<file path="config.mk">
export PLATFORM = sky130hd
export DESIGN_NAME = microsequencer_flat
export DESIGN_NICKNAME = d
export VERILOG_FILES = /design/src/rtl/microsequencer_if.sv /design/src/rtl/microsequencer.sv /design/src/flat_wrapper.sv
export SDC_FILE = /design/constraint.sdc
export NUM_CORES = 1
export LEC_CHECK = 0
export CAP_MARGIN = 20
export CORE_UTILIZATION = 24
export DETAILED_ROUTE_END_ITERATION = 16
export PLACE_DENSITY = 0.78
export SYNTH_ARGS = -nofsm -noshare
export SYNTH_HDL_FRONTEND = slang
export SYNTH_SLANG_ARGS = --single-unit
export TNS_END_PERCENT = 20
</file>
<file path="constraint.sdc">
create_clock -name clk -period 0.8 [get_ports clk]
set_input_delay 0.16 -clock clk [delete_from_list [all_inputs] [get_ports clk]]
set_output_delay 0.16 -clock clk [all_outputs]
set_load 0.01 [all_outputs]
</file>
<file path="src/rtl/microsequencer_if.sv">
// rtl/microsequencer_if.sv - sequencer control/status bundle between microcode controller and sequencer
interface microsequencer_if #(
    parameter int ADDR_WIDTH  = 6,
    parameter int OP_WIDTH    = 4,
    parameter int COND_WIDTH  = 3,
    parameter int STACK_DEPTH = 4
);
    localparam int NUM_COND = 1 << COND_WIDTH;
    localparam int DEPTH_W  = $clog2(STACK_DEPTH + 1);

    logic                  en;
    logic                  ird;
    logic [COND_WIDTH-1:0] cond;
    logic [ADDR_WIDTH-1:0] j;
    logic [OP_WIDTH-1:0]   opcode;
    logic [NUM_COND-1:0]   qual;
    logic [1:0]            seq_op;
    logic                  err_clr;
    logic [ADDR_WIDTH-1:0] cs;
    logic [ADDR_WIDTH-1:0] ns;
    logic [DEPTH_W-1:0]    depth;
    logic                  stk_ovf;
    logic                  stk_unf;

    modport master (
        output en, ird, cond, j, opcode, qual, seq_op, err_clr,
        input  cs, ns, depth, stk_ovf, stk_unf
    );

    modport slave (
        input  en, ird, cond, j, opcode, qual, seq_op, err_clr,
        output cs, ns, depth, stk_ovf, stk_unf
    );
endinterface

</file>
<file path="src/rtl/microsequencer.sv">
// rtl/microsequencer.sv - micro-address sequencer with optional call/return stack (MICROSEQUENCER_STACK_EN)
module microsequencer #(
    parameter int ADDR_WIDTH  = 6,
    parameter int OP_WIDTH    = 4,
    parameter int COND_WIDTH  = 3,
    parameter logic [4*(1<<COND_WIDTH)-1:0] COND_MAP = 32'h00430210,
    parameter int STACK_DEPTH = 4,
    parameter int RESET_ADDR  = 18
) (
    input  logic             clk,
    input  logic             arst_n,
    microsequencer_if.slave  bus
);
    localparam int DEPTH_W = $clog2(STACK_DEPTH + 1);

    logic [ADDR_WIDTH-1:0] cs_q;
    logic [ADDR_WIDTH-1:0] base;
    logic [ADDR_WIDTH-1:0] ns_c;
    logic [3:0]            map_idx;

    // Map indices at or above ADDR_WIDTH match no bit and are therefore harmless.
    always_comb begin
        base    = '0;
        map_idx = '0;
        if (bus.ird) begin
            base = ADDR_WIDTH'(bus.opcode);
        end else begin
            base = bus.j;
            if ((bus.cond != '0) && bus.qual[bus.cond]) begin
                map_idx = COND_MAP[4*bus.cond +: 4];
                for (int b = 0; b < ADDR_WIDTH; b++) begin
                    if (32'(map_idx) == b) begin
                        base[b] = 1'b1;
                    end
                end
            end
        end
    end

    always_ff @(posedge clk or negedge arst_n) begin
        if (!arst_n) begin
            cs_q <= ADDR_WIDTH'(RESET_ADDR);
        end else if (bus.en) begin
            cs_q <= ns_c;
        end
    end

`ifdef MICROSEQUENCER_STACK_EN
    localparam int IDX_W = (STACK_DEPTH > 1) ? $clog2(STACK_DEPTH) : 1;

    logic [ADDR_WIDTH-1:0] stack [STACK_DEPTH];
    logic [DEPTH_W-1:0]    depth_q;
    logic                  ovf_q;
    logic                  unf_q;
    logic                  is_call;
    logic                  is_ret;
    logic                  full;
    logic                  empty;
    logic                  push;
    logic                  pop;
    logic [IDX_W-1:0]      top_idx;
    logic [IDX_W-1:0]      push_idx;

    assign is_call  = (bus.seq_op == 2'b01);
    assign is_ret   = (bus.seq_op == 2'b10);
    assign full     = (depth_q == DEPTH_W'(STACK_DEPTH));
    assign empty    = (depth_q == '0);
    assign push     = bus.en & is_call & ~full;
    assign pop      = bus.en & is_ret & ~empty;
    assign top_idx  = IDX_W'(depth_q - 1'b1);
    assign push_idx = IDX_W'(depth_q);

    // Stack top is read straight from the array; push/pop land on the same edge as cs.
    assign ns_c = is_ret ? (empty ? ADDR_WIDTH'(RESET_ADDR) : stack[top_idx]) : base;

    always_ff @(posedge clk) begin
        if (push) begin
            stack[push_idx] <= cs_q + 1'b1;
        end
    end

    // A fresh error outranks err_clr in the same cycle.
    always_ff @(posedge clk or negedge arst_n) begin
        if (!arst_n) begin
            depth_q <= '0;
            ovf_q   <= 1'b0;
            unf_q   <= 1'b0;
        end else if (bus.en) begin
            if (push) begin
                depth_q <= depth_q + 1'b1;
            end else if (pop) begin
                depth_q <= depth_q - 1'b1;
            end
            ovf_q <= (is_call & full) | (ovf_q & ~bus.err_clr);
            unf_q <= (is_ret & empty) | (unf_q & ~bus.err_clr);
        end
    end

    assign bus.depth   = depth_q;
    assign bus.stk_ovf = ovf_q;
    assign bus.stk_unf = unf_q;
`else
    logic unused_stack_inputs;

    assign unused_stack_inputs = ^{bus.seq_op, bus.err_clr};
    assign ns_c        = base;
    assign bus.depth   = '0;
    assign bus.stk_ovf = 1'b0;
    assign bus.stk_unf = 1'b0;
`endif

    assign bus.cs = cs_q;
    assign bus.ns = ns_c;
endmodule
</file>
<file path="src/flat_wrapper.sv">
// flat-port wrapper written by rule: the top's interface ports become plain ports
module microsequencer_flat 
#(
    parameter int ADDR_WIDTH  = 6,
    parameter int OP_WIDTH    = 4,
    parameter int COND_WIDTH  = 3,
    parameter logic [4*(1<<COND_WIDTH)-1:0] COND_MAP = 32'h00430210,
    parameter int STACK_DEPTH = 4,
    parameter int RESET_ADDR  = 18
)
  (clk, arst_n, bus_en, bus_ird, bus_cond, bus_j, bus_opcode, bus_qual, bus_seq_op, bus_err_clr, bus_cs, bus_ns, bus_depth, bus_stk_ovf, bus_stk_unf);
  microsequencer_if #(.ADDR_WIDTH(ADDR_WIDTH), .OP_WIDTH(OP_WIDTH), .COND_WIDTH(COND_WIDTH), .STACK_DEPTH(STACK_DEPTH)) bus_i ();
  input  logic clk;
  input  logic arst_n;
  input wire logic [$bits(bus_i.en)-1:0] bus_en;
  input wire logic [$bits(bus_i.ird)-1:0] bus_ird;
  input wire logic [$bits(bus_i.cond)-1:0] bus_cond;
  input wire logic [$bits(bus_i.j)-1:0] bus_j;
  input wire logic [$bits(bus_i.opcode)-1:0] bus_opcode;
  input wire logic [$bits(bus_i.qual)-1:0] bus_qual;
  input wire logic [$bits(bus_i.seq_op)-1:0] bus_seq_op;
  input wire logic [$bits(bus_i.err_clr)-1:0] bus_err_clr;
  output wire logic [$bits(bus_i.cs)-1:0] bus_cs;
  output wire logic [$bits(bus_i.ns)-1:0] bus_ns;
  output wire logic [$bits(bus_i.depth)-1:0] bus_depth;
  output wire logic [$bits(bus_i.stk_ovf)-1:0] bus_stk_ovf;
  output wire logic [$bits(bus_i.stk_unf)-1:0] bus_stk_unf;
  assign bus_i.en = bus_en;
  assign bus_i.ird = bus_ird;
  assign bus_i.cond = bus_cond;
  assign bus_i.j = bus_j;
  assign bus_i.opcode = bus_opcode;
  assign bus_i.qual = bus_qual;
  assign bus_i.seq_op = bus_seq_op;
  assign bus_i.err_clr = bus_err_clr;
  assign bus_cs = bus_i.cs;
  assign bus_ns = bus_i.ns;
  assign bus_depth = bus_i.depth;
  assign bus_stk_ovf = bus_i.stk_ovf;
  assign bus_stk_unf = bus_i.stk_unf;
  microsequencer #(.ADDR_WIDTH(ADDR_WIDTH), .OP_WIDTH(OP_WIDTH), .COND_WIDTH(COND_WIDTH), .COND_MAP(COND_MAP), .STACK_DEPTH(STACK_DEPTH), .RESET_ADDR(RESET_ADDR)) u_core (.clk(clk), .arst_n(arst_n), .bus(bus_i));
endmodule
</file>
==> results of run 1 <==
## worst paths after layout
check	slack [ns]	endpoint
max	-0.29	bus_ns[0]
min	0.14	u_core.bus.cs[5]
max reg2reg	0.02	u_core.bus.cs[0]
min reg2reg	0.51	u_core.bus.cs[5]
max in group asynchronous	0.39	u_core.bus.cs[1]
min in group clk	0.36	u_core.bus.cs[5]
## repair_timing
action | in CTS | in global routing
pin swaps | 13 | 10
cloned | 0 | 0
buffers inserted | 3 | 2
endpoints found under the setup margin | 18 | 15
gates resized for setup | 122 | 8
## worst max-delay path, cell delays in order
cell     delay (ns)
buf_12         0.11
mux2i_1        0.11
a211o_1        0.28
a21oi_1        0.12
buf_2          0.14
## stage by stage
stage | TNS (ns) | instance area [um^2] | hold WS [ns]
final | -2.480 | 900.9 | 0.1430
after global routing | -2.955 | 900.9 | 0.1434
after CTS | -2.758 | 873.3 | 0.1395
after detailed placement | -12.19 | 802.0 | 0.4093
after global placement | -12.01 | 802.0 | 0.4119
after floorplan | -0.8731 | 450.4 | -0.1356
## power by group through the flow
stage,logic [mW],clock network (mW),registers [mW]
2_1_floorplan,0.152,0,0.386
3_3_place_gp,0.413,0,0.368
3_5_place_dp,0.418,0,0.370
4_1_cts,0.423,0.315,0.367
5_1_grt,0.467,0.345,0.371
6_report,0.439,0.292,0.368
## layout by cell type, fill, tap and decap left out, types with 3 or more instances in the layout
cell type        netlist  final
nand2b_1               3      3
clkbuf_4               0      3
mux2_4                 0      3
clkdlybuf4s15_1        0      6
buf_6                  0      5
conb_1                 1      5
buf_2                  1     14
dlygate4sd2_1          0      7
nor4bb_4               0      3
buf_4                  5      7
o31a_1                 3      3
buf_12                 0      3
dfrtp_1                4      4
## final cells by class
cell class / count / area (um^2) / share of cell area [%]
well taps: 16 / 20.02 / 2.222
repair buffers: 44 / 382.9 / 42.50
clock buffers: 4 / 26.28 / 2.917
multi-input cells: 31 / 311.5 / 34.58
inverters: 2 / 7.507 / 0.8333
flip-flops and latches: 6 / 152.6 / 16.94
## cells in the mapped netlist
cell type | n | area [um^2]
mux2i_1 | 1 | 10.01
a21oi_1 | 3 | 15.01
nor2b_1 | 2 | 12.51
nand4b_1 | 1 | 8.760
clkbuf_1 | 1 | 3.750
buf_4 | 5 | 37.54
nand2b_1 | 3 | 18.77
buf_2 | 1 | 5.000
a31oi_1 | 1 | 6.260
a211o_1 | 1 | 8.760
o31a_1 | 3 | 26.28
conb_1 | 1 | 3.750
inv_1 | 2 | 7.510
nor2_1 | 2 | 7.510
a21o_1 | 1 | 7.510
dfstp_2 | 2 | 52.55
dfrtp_1 | 4 | 100.1
mux2_2 | 5 | 56.30
nor4bb_1 | 3 | 30.03
## layer usage
layer	vias to the layer above	global-route usage, %	part of all wire (%)
li1	231	-	-
met5	-	0	0
met1	224	13.40	38
met2	20	25.97	54
met4	0	7.500	0
met3	0	2.917	8.2
## cells by family (layout without fill, tap and decap cells)
| logic type | Yosys count | count (layout) | share of synthesized area, % |
|---|---|---|---|
| muxes | 6 | 6 | 15.87 |
| and+or+nand+nor | 11 | 11 | 18.56 |
| DFF | 6 | 6 | 36.53 |
| buffers and inverters | 9 | 50 | 12.87 |
| AOI/OAI and AO/OA | 9 | 9 | 15.27 |
| other | 1 | 5 | 0.8973 |
==> flow_summary.toml, run 1 <==
[clock_tree]
clockBufferDepth = 2
ctsHoldBuffers = 0
clk_latency_ns = 0.24
root_buffer = "clkbuf_4"
clock_sinks = 6
clk_pin_slew_ns = 0.05
numCtsBuffers = 3
cts_tree = "built"
htreeDepth = 1

[power]
switching_share_pct = 26.48
power_density_mw_per_mm2 = 1219
switchingPower_uw = 290.8
p_int_uw = 807.5
leakagePower_nw = 0.4616
p_comb_share_pct = 40.0
clockPowerShare_pct = 26.6
finalPower_mw = 1.098
peakVddDrop_v = 0.0008373
seqPwrFrac_pct = 33.5

[place]
port_buffers = 35
pre_cts_ws_ns = -1.204
dp_hpwl_um = 975.5
gp_congestion = 0.6694
dp_cells = 95

[setup_path]
required_ns = 0.64
cp-start-kind = "primary input"
end_kind = "primary output"
worst-setup-path-type = "primary input to primary output"
worst_r2r_startpoint = "u_core.bus.cs[0]"
critPathLaunch = "bus_cond[0]"
crit_arrival_ns = 0.93
cp_max_fo = 6
reg2reg_depth = 3

[synthesis]
ys_seq_area_share_pct = 36.53
synth_seq_cells = 6
ys_types = 19
yosys_warnings = 0
syn_inst = 42
synth_area_um2 = 417.9
syn_area_per_cell_um2 = 9.950

[timing]
period_needed_ns = 1.089
post-route-period-util_pct = 136.1
fmax_ghz = 0.9184
hold_viol = 0
drv_slew = 0
setup_ws_ns = -0.2888
finalSetupViolations = 15
final.setup_skew_ns = 0
rsz0062_at_grt = "true"

[detailed_routing]
ant_nets = 0
totalWireLength_um = 1303
drc = 4
via_count = 475
wl_per_cell_um = 12.65
drt_iter0_markers = 4
viasPerCell = 4.612
first_pass_iters = 9

[global_routing]
grt_max_degree = 11
grt_pass1_wl_um = 1897
first_global_vias = 484
antenna_found_initial = 0
grt_use_total_pct = 13.64
gr-total-overflow = 0

[status]
violations = "DRC, setup timing"
status = "complete, but fails checks"

[worst_hold_path]
min_path_type = "primary input to async pin"

[run]
maxCapViolations = 0

[floorplanning]
rows = 14
boundaryPins = 45
start_util_pct = 26.81
dieArea_mm2 = 0.001912
die_w_um = 43.73
dieHeight_um = 43.73
core_mm2 = 0.001559

[layout]
utilization_pct = 57.78
stdcell_count = 103
final_nets = 116
area_delta_synth_final_pct = 115.6
largest_reg_flops = 6
diodes = 0
layout-drive-gt1-share_pct = 52.87
fill_cells = 147
Power figures use the tool's default switching activity.
==> run 2: changes to the inputs <==
--- a/config.mk
+++ b/config.mk
@@ -6,9 +6,9 @@
 export NUM_CORES = 1
 export LEC_CHECK = 0
 export CAP_MARGIN = 20
-export CORE_UTILIZATION = 24
+export CORE_UTILIZATION = 27
 export DETAILED_ROUTE_END_ITERATION = 16
-export PLACE_DENSITY = 0.78
+export PLACE_DENSITY = 0.83
 export SYNTH_ARGS = -nofsm -noshare
 export SYNTH_HDL_FRONTEND = slang
 export SYNTH_SLANG_ARGS = --single-unit
==> constraint.sdc (replaced) <==
create_clock -name clk -period 1.1 [get_ports clk]
set_input_delay 0.22 -clock clk [delete_from_list [all_inputs] [get_ports clk]]
set_output_delay 0.22 -clock clk [all_outputs]
set_load 0.01 [all_outputs]
==> flow_summary.toml, run 2 (synthesis gave the netlist of run 1 again) <==
[status]
status = "complete, but fails checks"
violations = "setup timing"

[timing]
rsz0062_at_grt = "true"
post-route-period-util_pct = 111.9
hold_viol = 0
fmax_ghz = 0.8126
fin_hold_ws_ns = 0.2129
finalSetupViolations = 5
final.setup_skew_ns = 0
drv_slew = 0
setup_ws_ns = -0.1306
period_needed_ns = 1.231

[detailed_routing]
via_count = 458
ant_nets = 0
drc = 0
wl_per_cell_um = 12.68
drt_iter0_markers = 1
first_pass_iters = 4
totalWireLength_um = 1230
viasPerCell = 4.722

[clock_tree]
ctsHoldBuffers = 0
clock_sinks = 6
numCtsBuffers = 3
cts_tree = "built"
clk_pin_slew_ns = 0.05
clockBufferDepth = 2
root_buffer = "clkbuf_4"
clk_latency_ns = 0.25
htreeDepth = 1

[place]
post_dp_cell_area_um2 = 770.7
gp_congestion = 0.6531
port_buffers = 35

[setup_path]
cpPeakStageDelay_ns = 0.36
end_kind = "primary output"
required_ns = 0.88
worst-setup-path-type = "primary input to primary output"
cp_max_fo = 10
cp_slowest_cell = "o31a_1"
cp-start-kind = "primary input"
worst-path-buf-inv = 2
regToRegSetupSlack_ns = 0.34
critical_path.top_delay_family = "buffers and inverters"
crit_arrival_ns = 1.01
path_cells = "clkdlybuf4s15_2 -> o31a_1 -> buf_2"

[global_routing]
grt_max_degree = 11
first_global_vias = 438
grt_pass1_wl_um = 1780
antenna_found_initial = 0
grt_use_total_pct = 16.87
gr-total-overflow = 0

[power]
peakVddDrop_v = 0.0008040
power_density_mw_per_mm2 = 925.9
leakagePower_nw = 0.4435

[floorplanning]
core_mm2 = 0.001366
start_util_pct = 30.59
dieHeight_um = 41.34
dieArea_mm2 = 0.001709
boundaryPins = 45
die_w_um = 41.34
rows = 13

[layout]
final_common_cell = "buf_2"
register_area_um2 = 152.6
area_delta_synth_final_pct = 95.21
utilization_pct = 59.71
diodes = 0
fin_area_um2 = 815.8
largest_reg_flops = 6
multi_input_area_um2 = 285.3
layout_common_cells = "buf_2 (10), dlygate4sd2_1 (6), mux2_2 (5), conb_1 (5), dlymetal6s2s_1 (5)"
layout-drive-gt1-share_pct = 47.56
fill_cells = 131
final_nets = 111

[run]
maxCapViolations = 0

[worst_hold_path]
min_path_type = "primary input to async pin"
run 2: where the power goes:
group | switching, mW | leakage (nW) | internal [mW]
sequential | 0.0144 | 0.0673 | 0.253
clock | 0.0824 | 0.0150 | 0.138
combinational | 0.109 | 0.361 | 0.159
run 2: area by class of cell:
| class | instances | area share (%) |
|---|---|---|
| flip-flops and latches | 6 | 18.71 |
| repair buffers | 39 | 39.88 |
| clock buffers | 4 | 3.221 |
| multi-input cells | 31 | 34.97 |
| well taps | 15 | 2.301 |
| inverters | 2 | 0.9202 |
run 2: layer usage:
metal | wire (um) | GRT usage [%] | vias up
met1 | 433 | 16.50 | 203
met2 | 644 | 30.47 | 29
met4 | 20 | 9.677 | 0
met3 | 132 | 5.851 | 3
li1 | - | - | 223
met5 | 0 | 0 | -
run 2: through the flow:
| stage | TNS [ns] | total power, mW | setup WS (ns) | instances |
|---|---|---|---|---|
| after floorplan | 0 | 0.3809 | 0.006954 | 46 |
| after global placement | -8.001 | 0.5517 | -0.9689 | 91 |
| after detailed placement | -8.270 | 0.5558 | -1.052 | 91 |
| after CTS | -0.6800 | 0.7684 | -0.1689 | 96 |
| after global routing | -0.8352 | 0.8009 | -0.1804 | 97 |
| final | -0.5530 | 0.7553 | -0.1306 | 97 |
run 2: what timing repair did:
action,CTS,global route
resized for setup,88,11
setup buffers,1,1
pin swaps,11,5
endpoints found under the setup margin,18,11
run 2: final timing paths:
check | cells past startpoint | endpoint | startpoint
worst max-delay path | 3 | bus_ns[2] | bus_ird
worst min-delay path | 1 | u_core.bus.cs[5] | arst_n
worst min register to register | 1 | u_core.bus.cs[2] | u_core.bus.cs[2]
min in group clk | 3 | u_core.bus.cs[3] | bus_j[3]
max in group asynchronous | 1 | u_core.bus.cs[1] | arst_n
worst max register to register | 1 | u_core.bus.cs[3] | u_core.bus.cs[3]
